File: config.mk
export PLATFORM = sky130hd
export DESIGN_NAME = sram_bus_arbiter
export DESIGN_NICKNAME = d
export VERILOG_FILES = /design/src/rtl/sram_bus_arbiter.sv
export SDC_FILE = /design/constraint.sdc
export NUM_CORES = 1
export LEC_CHECK = 0
export BUFFER_PORTS_ARGS = -buffer_cell sky130_fd_sc_hd__buf_2
export CORE_AREA = 3 3 108 110
export CTS_CLUSTER_DIAMETER = 50
export CTS_CLUSTER_SIZE = 40
export DETAILED_ROUTE_END_ITERATION = 8
export DIE_AREA = 0 0 111 113
export HOLD_SLACK_MARGIN = 0.1
export PLACE_DENSITY_LB_ADDON = 0.3
export SLEW_MARGIN = 40
export SYNTH_ARGS = -nofsm -noshare
export SYNTH_HDL_FRONTEND = slang
export SYNTH_SLANG_ARGS = --single-unit
File: constraint.sdc
create_clock -name clk -period 2.1 [get_ports clk]
set_input_delay 0.42 -clock clk [delete_from_list [all_inputs] [get_ports clk]]
set_output_delay 0.42 -clock clk [all_outputs]
set_load 0.01 [all_outputs]
File: src/rtl/sram_bus_arbiter.sv
// Shares one SRAM-like memory port between the instruction-fetch and load/store
// requesters: one outstanding transaction, grant lock while waiting for accept.
module sram_bus_arbiter #(
  parameter int ADDR_W    = 32,
  parameter int DATA_W    = 32,
  parameter bit DATA_PRIO = 1'b1
) (
  input  logic                clk,
  input  logic                reset,
  input  logic                i_req,
  input  logic [ADDR_W-1:0]   i_addr,
  output logic                i_addr_ok,
  output logic                i_data_ok,
  output logic [DATA_W-1:0]   i_rdata,
  input  logic                d_req,
  input  logic                d_wr,
  input  logic [DATA_W/8-1:0] d_wstrb,
  input  logic [ADDR_W-1:0]   d_addr,
  input  logic [DATA_W-1:0]   d_wdata,
  output logic                d_addr_ok,
  output logic                d_data_ok,
  output logic [DATA_W-1:0]   d_rdata,
  output logic                m_req,
  output logic                m_wr,
  output logic [DATA_W/8-1:0] m_wstrb,
  output logic [ADDR_W-1:0]   m_addr,
  output logic [DATA_W-1:0]   m_wdata,
  input  logic                m_addr_ok,
  input  logic                m_data_ok,
  input  logic [DATA_W-1:0]   m_rdata
);

  typedef enum logic [1:0] {
    S_IDLE = 2'd0,
    S_LOCK = 2'd1,
    S_WAIT = 2'd2
  } state_t;

  state_t state_q, state_d;
  // owner and round-robin pointer: 0 = inst side, 1 = data side
  logic   owner_q, owner_d;
  logic   rr_q, rr_d;

  logic both_req;
  logic winner;
  logic sel;
  logic req_act;
  logic hs;
  logic rsp;

  always_comb begin
    both_req = i_req & d_req;
    if (both_req) winner = DATA_PRIO ? 1'b1 : rr_q;
    else          winner = d_req;

    // In IDLE the grant follows the live arbitration; otherwise it is frozen.
    sel = (state_q == S_IDLE) ? winner : owner_q;

    req_act = 1'b0;
    case (state_q)
      S_IDLE:  req_act = i_req | d_req;
      S_LOCK:  req_act = sel ? d_req : i_req;
      default: req_act = 1'b0;
    endcase
    if (reset) req_act = 1'b0;

    hs  = req_act & m_addr_ok;
    rsp = (state_q == S_WAIT) & m_data_ok & ~reset;

    m_req     = req_act;
    m_wr      = req_act & sel & d_wr;
    m_wstrb   = (req_act & sel) ? d_wstrb : '0;
    m_wdata   = (req_act & sel) ? d_wdata : '0;
    m_addr    = req_act ? (sel ? d_addr : i_addr) : '0;

    i_addr_ok = hs & ~sel;
    d_addr_ok = hs & sel;
    i_data_ok = rsp & ~owner_q;
    d_data_ok = rsp & owner_q;
    i_rdata   = i_data_ok ? m_rdata : '0;
    d_rdata   = d_data_ok ? m_rdata : '0;
  end

  always_comb begin
    state_d = state_q;
    owner_d = owner_q;
    rr_d    = rr_q;
    case (state_q)
      S_IDLE: begin
        if (req_act) begin
          owner_d = winner;
          state_d = m_addr_ok ? S_WAIT : S_LOCK;
        end
      end
      S_LOCK: begin
        if (hs) state_d = S_WAIT;
      end
      S_WAIT: begin
        // Responses outside WAIT are strays and never reach this branch.
        if (m_data_ok) state_d = S_IDLE;
      end
      default: state_d = S_IDLE;
    endcase
    // The loser of a contested handshake wins the next tie.
    if (hs && both_req) rr_d = ~sel;
  end

  always_ff @(posedge clk) begin
    if (reset) begin
      state_q <= S_IDLE;
      owner_q <= 1'b0;
      rr_q    <= 1'b0;
    end else begin
      state_q <= state_d;
      owner_q <= owner_d;
      rr_q    <= rr_d;
    end
  end

endmodule
* Yosys cells after proc, flatten, opt, wreduce, memory -nomap -nowiden
Index checks and enable logic that the tools add are counted.
** Word-level totals
- Register bits after elaboration :: 3
- Bits of input ports :: 139
- Output and inout port bits :: 138
** Cells by class
- Equality and inequality tests :: 5
- Muxes and demuxes :: 16
- Bitwise operators :: 14
- Reductions and logical operators :: 3
** Operators by type and width (count)
- two-way mux 32 bit :: 5
- bitwise AND 1 bit :: 10
- two-way mux 2 bit :: 4
- != test 2 bit (second input constant) :: 3
- case mux 2 bit (3 select lines) :: 1
- two-way mux 1 bit :: 4
- two-way mux 4 bit :: 1
- NOT 1 bit :: 3
- AND reduction 3 bit :: 1
- equality test 2 x 1 -> 1 bit (second input constant) :: 1
- equality test 2 bit (second input constant) :: 1
- logical NOT 2 bit :: 1
- case mux 1 bit (2 select lines) :: 1
- AND reduction 2 bit :: 1
- bitwise OR 1 bit :: 1

* Longest topological paths before layout
- Depth after elaboration :: 9
- Mapped depth :: 6
- Depth with buffers taken out :: 4

* Least setup slack after synthesis
No wires, ideal clock.
- Path type :: register -> output
- Start :: register state_q[0]
- End :: output m_addr[11]
- Arrival :: 1227 ps
- Slack :: 453 ps
- Stages on the path, launching flop included :: 7
- Path buffers :: 3
- Cell sequence :: dfxtp_1 -> buf_4 -> or3b_1 -> buf_6 -> buf_12 -> nand3_2 -> a21oi_1
** On the way
- Word-level cells in the longest chain between the ends :: 6
- Elaborated cells on any way between the ends :: 8
- Those cells by class :: eq/ne (1); mux (6); reduce/logical (1)
** RTL lines
- start: declaration :: RTL line 39 : state_t state_q, state_d;
- start signal: assignment :: RTL line 114 : state_q <= state_d;
- logical NOT 2 bit :: RTL line 57, 60
- two-way mux 1 bit :: RTL line 57 : sel = (state_q == S_IDLE) ? winner : owner_q;
- two-way mux 1 bit :: RTL line 62 : S_LOCK: req_act = sel ? d_req : i_req;
- case mux 1 bit (2 select lines) :: RTL line 60 : case (state_q)
- two-way mux 1 bit :: RTL line 65 : if (reset) req_act = 1'b0;
- two-way mux 32 bit (*) :: RTL line 74 : m_addr = req_act ? (sel ? d_addr : i_addr) : '0;
- end: declaration :: RTL line 26 : output logic [ADDR_W-1:0] m_addr,
Mark *: on every way between the ends. The rest lies on a longest branch, timed or not.

* Worst setup path after layout
- Start :: register state_q[1]
- End :: output m_addr[22]
Same word-level chain as after synthesis.

==> run_results.csv <==
group,metric,value,unit
yosys,synth_edf_count,0,
power_and_ir_drop,combPwrFrac,0.728,
sta,drv_slew,0,
floorplan,row_count,38,
route,routed_wl,8620,microns
floorplan,io_pins,277,
sta,relSlewSlack,0.820,
setup_path,endpoint_kind,"output port",
yosys,syn_nets,392,
grt,grt_pass1_vias,2598,
setup_path,crit_top_cell,"buf_4",
clock_tree,cts_tree,"yes",
finish,antenna_cells,0,
grt,grt_util_all_layers,0.120,
grt,grt_pass1_wl,12900,microns
finish,final_common_cell,"buf_2",
finish,fillers,1145,
status,status,"finished, final reports clean",
yosys,synth_top_family_by_area,"simple AND/OR/NAND/NOR gates",
setup_path,worstPathMaxFanout,8,
grt,antenna_found_initial,0,
finish,final_cell_mix,"276 x buf_2, 102 x and2_1, 32 x a21oi_1, 31 x o21ai_0, 29 x nand3_2",
yosys,synth-seq-area-share,0.0352,
clock_tree,clock_sinks,3,
clock_tree,clk_pin_slew_worst_paths,30,ps
setup_path,arrival,1610,ps
yosys,synth_area_per_cell,6.75,sq um
clock_tree,holdBufCountCts,0,
sta,fin_crit_sh,0.967,
yosys,synth-xor-area-share,0,
yosys,synthFlopType,"dfxtp_1",
power_and_ir_drop,vdd_ir_drop_max,0.0000986,V
power_and_ir_drop,power_density,262,mW/mm^2
yosys,synth_area_leaders,"and2_1 37%, nand3_2 17%, a21oi_1 9.4%",
clock_tree,clkLatencyLatePin,220,ps
grt,grt_max_degree,39,
sta,setup_violations,0,
yosys,ys_ff_latch,3,
power_and_ir_drop,power,0.894,mW
setup_path,timing.critical_path.cells,"buf_4, nor3b_4, buf_4, clkbuf_16, o21ai_0, a21oi_1, buf_2",
floorplan,die-area,0.0125,sq mm
route,drcViolationCount,0,
yosys,yosys_warnings,0,
place,gp_congestion,0.871,
sta,hold_viol,0,
floorplan,initial_core_util,0.158,
setup_path,critPathKind,"reg2out",
sta,worst_pin_slew,268,ps
route,routed-via-count,2798,
power_and_ir_drop,netSwitchingPower,0.376,mW
route,wire_per_inst,13.0,microns
route,routed_via_density,4.21,
power_and_ir_drop,pwr-share-clk,0.191,
finish,final_nets,664,
yosys,synthAdderAreaFrac,0,
clock_tree,htree_levels,1,
place,port_buffers,276,
power_and_ir_drop,p_leak,2.08,nW
sta,fin_crit,2030,ps
job,maxCapViolations,0,
setup_path,reg2reg_depth,5,
route,initialDrtViolationCount,75,
yosys,postSynthCellCount,253,
worst_hold_path,min_path_cells,2,
route,drtAntennaViolNets,0,
finish,finalInstanceArea,0.00342,sq mm
finish,drive_above_1_share,0.643,
floorplan,die_h,113,microns
clock_tree,cts_root_buf,"clkbuf_8",
finish,area_growth,100,%
floorplan,coreArea,0.0108,sq mm
yosys,synth-simple-area-share,0.603,
sta,fmax,492,MHz
power_and_ir_drop,p_int,0.518,mW
yosys,synth_top_area_frac,0.374,
setup_path,worstSetupStartpointType,"flop",
setup_path,cpPeakStageDelay,350,ps
worst_hold_path,hp-class,"in2reg",
yosys,yosysUniqueCellTypes,31,
yosys,syn_area,0.00171,sq mm
power_and_ir_drop,power_switching_share,0.421,
sta,fin_skew,0.769,ps
setup_path,critical_path.slowest_cell,"dfxtp_2",
setup_path,cp.required,1680,ps
grt,grt_overflow_total,0,
yosys,muxShareOfSynthArea,0.00587,
setup_path,crit_cells,7,
route,drt_pass1_iterations,4,
yosys,synth-compound-area-share,0.231,
floorplan,fp.dieW,111,microns
clock_tree,clockBufferDepth,2,
setup_path,critPathBufInv,4,
yosys,synthArstFlopShare,0,
place,post_dp_cell_area,0.00327,sq mm
setup_path,critPathTopFamily,"buffers and inverters",
place,dp_hpwl,6780,microns
clock_tree,cts_buffers,3,
yosys,synth_top_area_cell,"and2_1",
power_and_ir_drop,seqPwrFrac,0.082,
setup_path,reg2reg_slack,880,ps
==> metrics by stage <==
| step | setup WS [ps] | utilization | std cells | hold slack (ps) | setup TNS [ps] |
|---|---|---|---|---|---|
| floorplan | 453 | - | 253 | 482 | 0 |
| global placement | 139 | 0.303 | 654 | 577 | 0 |
| detailed placement | 110 | 0.303 | 654 | 600 | 0 |
| CTS | 7.90 | 0.310 | 659 | 414 | 0 |
| global route | -4.52 | 0.317 | 664 | 424 | -18.0 |
| finish | 68.6 | 0.317 | 664 | 416 | 0 |
==> flip-flops by register name, indices dropped and copies added (netlist names) <==
name and cells:
state_q 2, owner_q 1
==> metal layers <==
| layer | routed length [microns] | track usage | vias up |
|---|---|---|---|
| met5 | 0 | 0 | - |
| met3 | 758 | 0.0257 | 3 |
| met4 | 21 | 0.00985 | 0 |
| li1 | - | - | 1396 |
| met1 | 3140 | 0.136 | 1252 |
| met2 | 4700 | 0.237 | 147 |
==> power groups by stage <==
stage / Clock [mW] / Combinational, mW / Sequential, mW
after floorplan: 0 / 0.333 / 0.0642
after global placement: 0 / 0.598 / 0.0726
after detailed placement: 0 / 0.607 / 0.0728
after CTS: 0.177 / 0.631 / 0.0730
after global routing: 0.183 / 0.716 / 0.0741
final: 0.171 / 0.651 / 0.0730
==> cell families (layout without fill, tap and decap cells) <==
kind of cell	Yosys count	after routing
AOI/OAI and AO/OA	72	72
buffers and inverters	32	303
DFF	3	3
muxes	1	1
and+or+nand+nor	145	145
==> area by class of cell <==
class / instances / area [sq um] / share of cell area
repair buffers: 296 / 1670 / 0.489
multi-input cells: 218 / 1450 / 0.424
well taps: 140 / 175 / 0.0513
flip-flops and latches: 3 / 65.1 / 0.0190
clock buffers: 4 / 45.0 / 0.0132
inverters: 3 / 11.3 / 0.00330
==> final timing paths <==
kind                                 start    endpoint
worst max-delay path            state_q[1]  m_addr[22]
worst min-delay path                 reset     owner_q
worst max register to register  state_q[0]  state_q[1]
worst min register to register  state_q[1]  state_q[0]
==> cell usage after synthesis, types with 2 or more instances <==
master    instances
nand3_1           3
a21oi_1          32
inv_1             2
dfxtp_1           3
nand3_2          29
and2_1          102
o21ai_0          32
buf_4             2
buf_12            3
buf_6             2
and4_1            2
clkbuf_1          4
nor2_1            3
buf_2             9
clkbuf_2          9
==> timing repair <==
action | 4_1_cts | 5_1_grt
resized for setup | 2 | 8
buffers inserted | 0 | 3
cloned | 1 | 2
pin swaps | 0 | 13
endpoints found under the hold margin | 0 | 0
setup endpoints to repair | 33 | 32
Note: power is estimated with default switching activity, not from simulation.
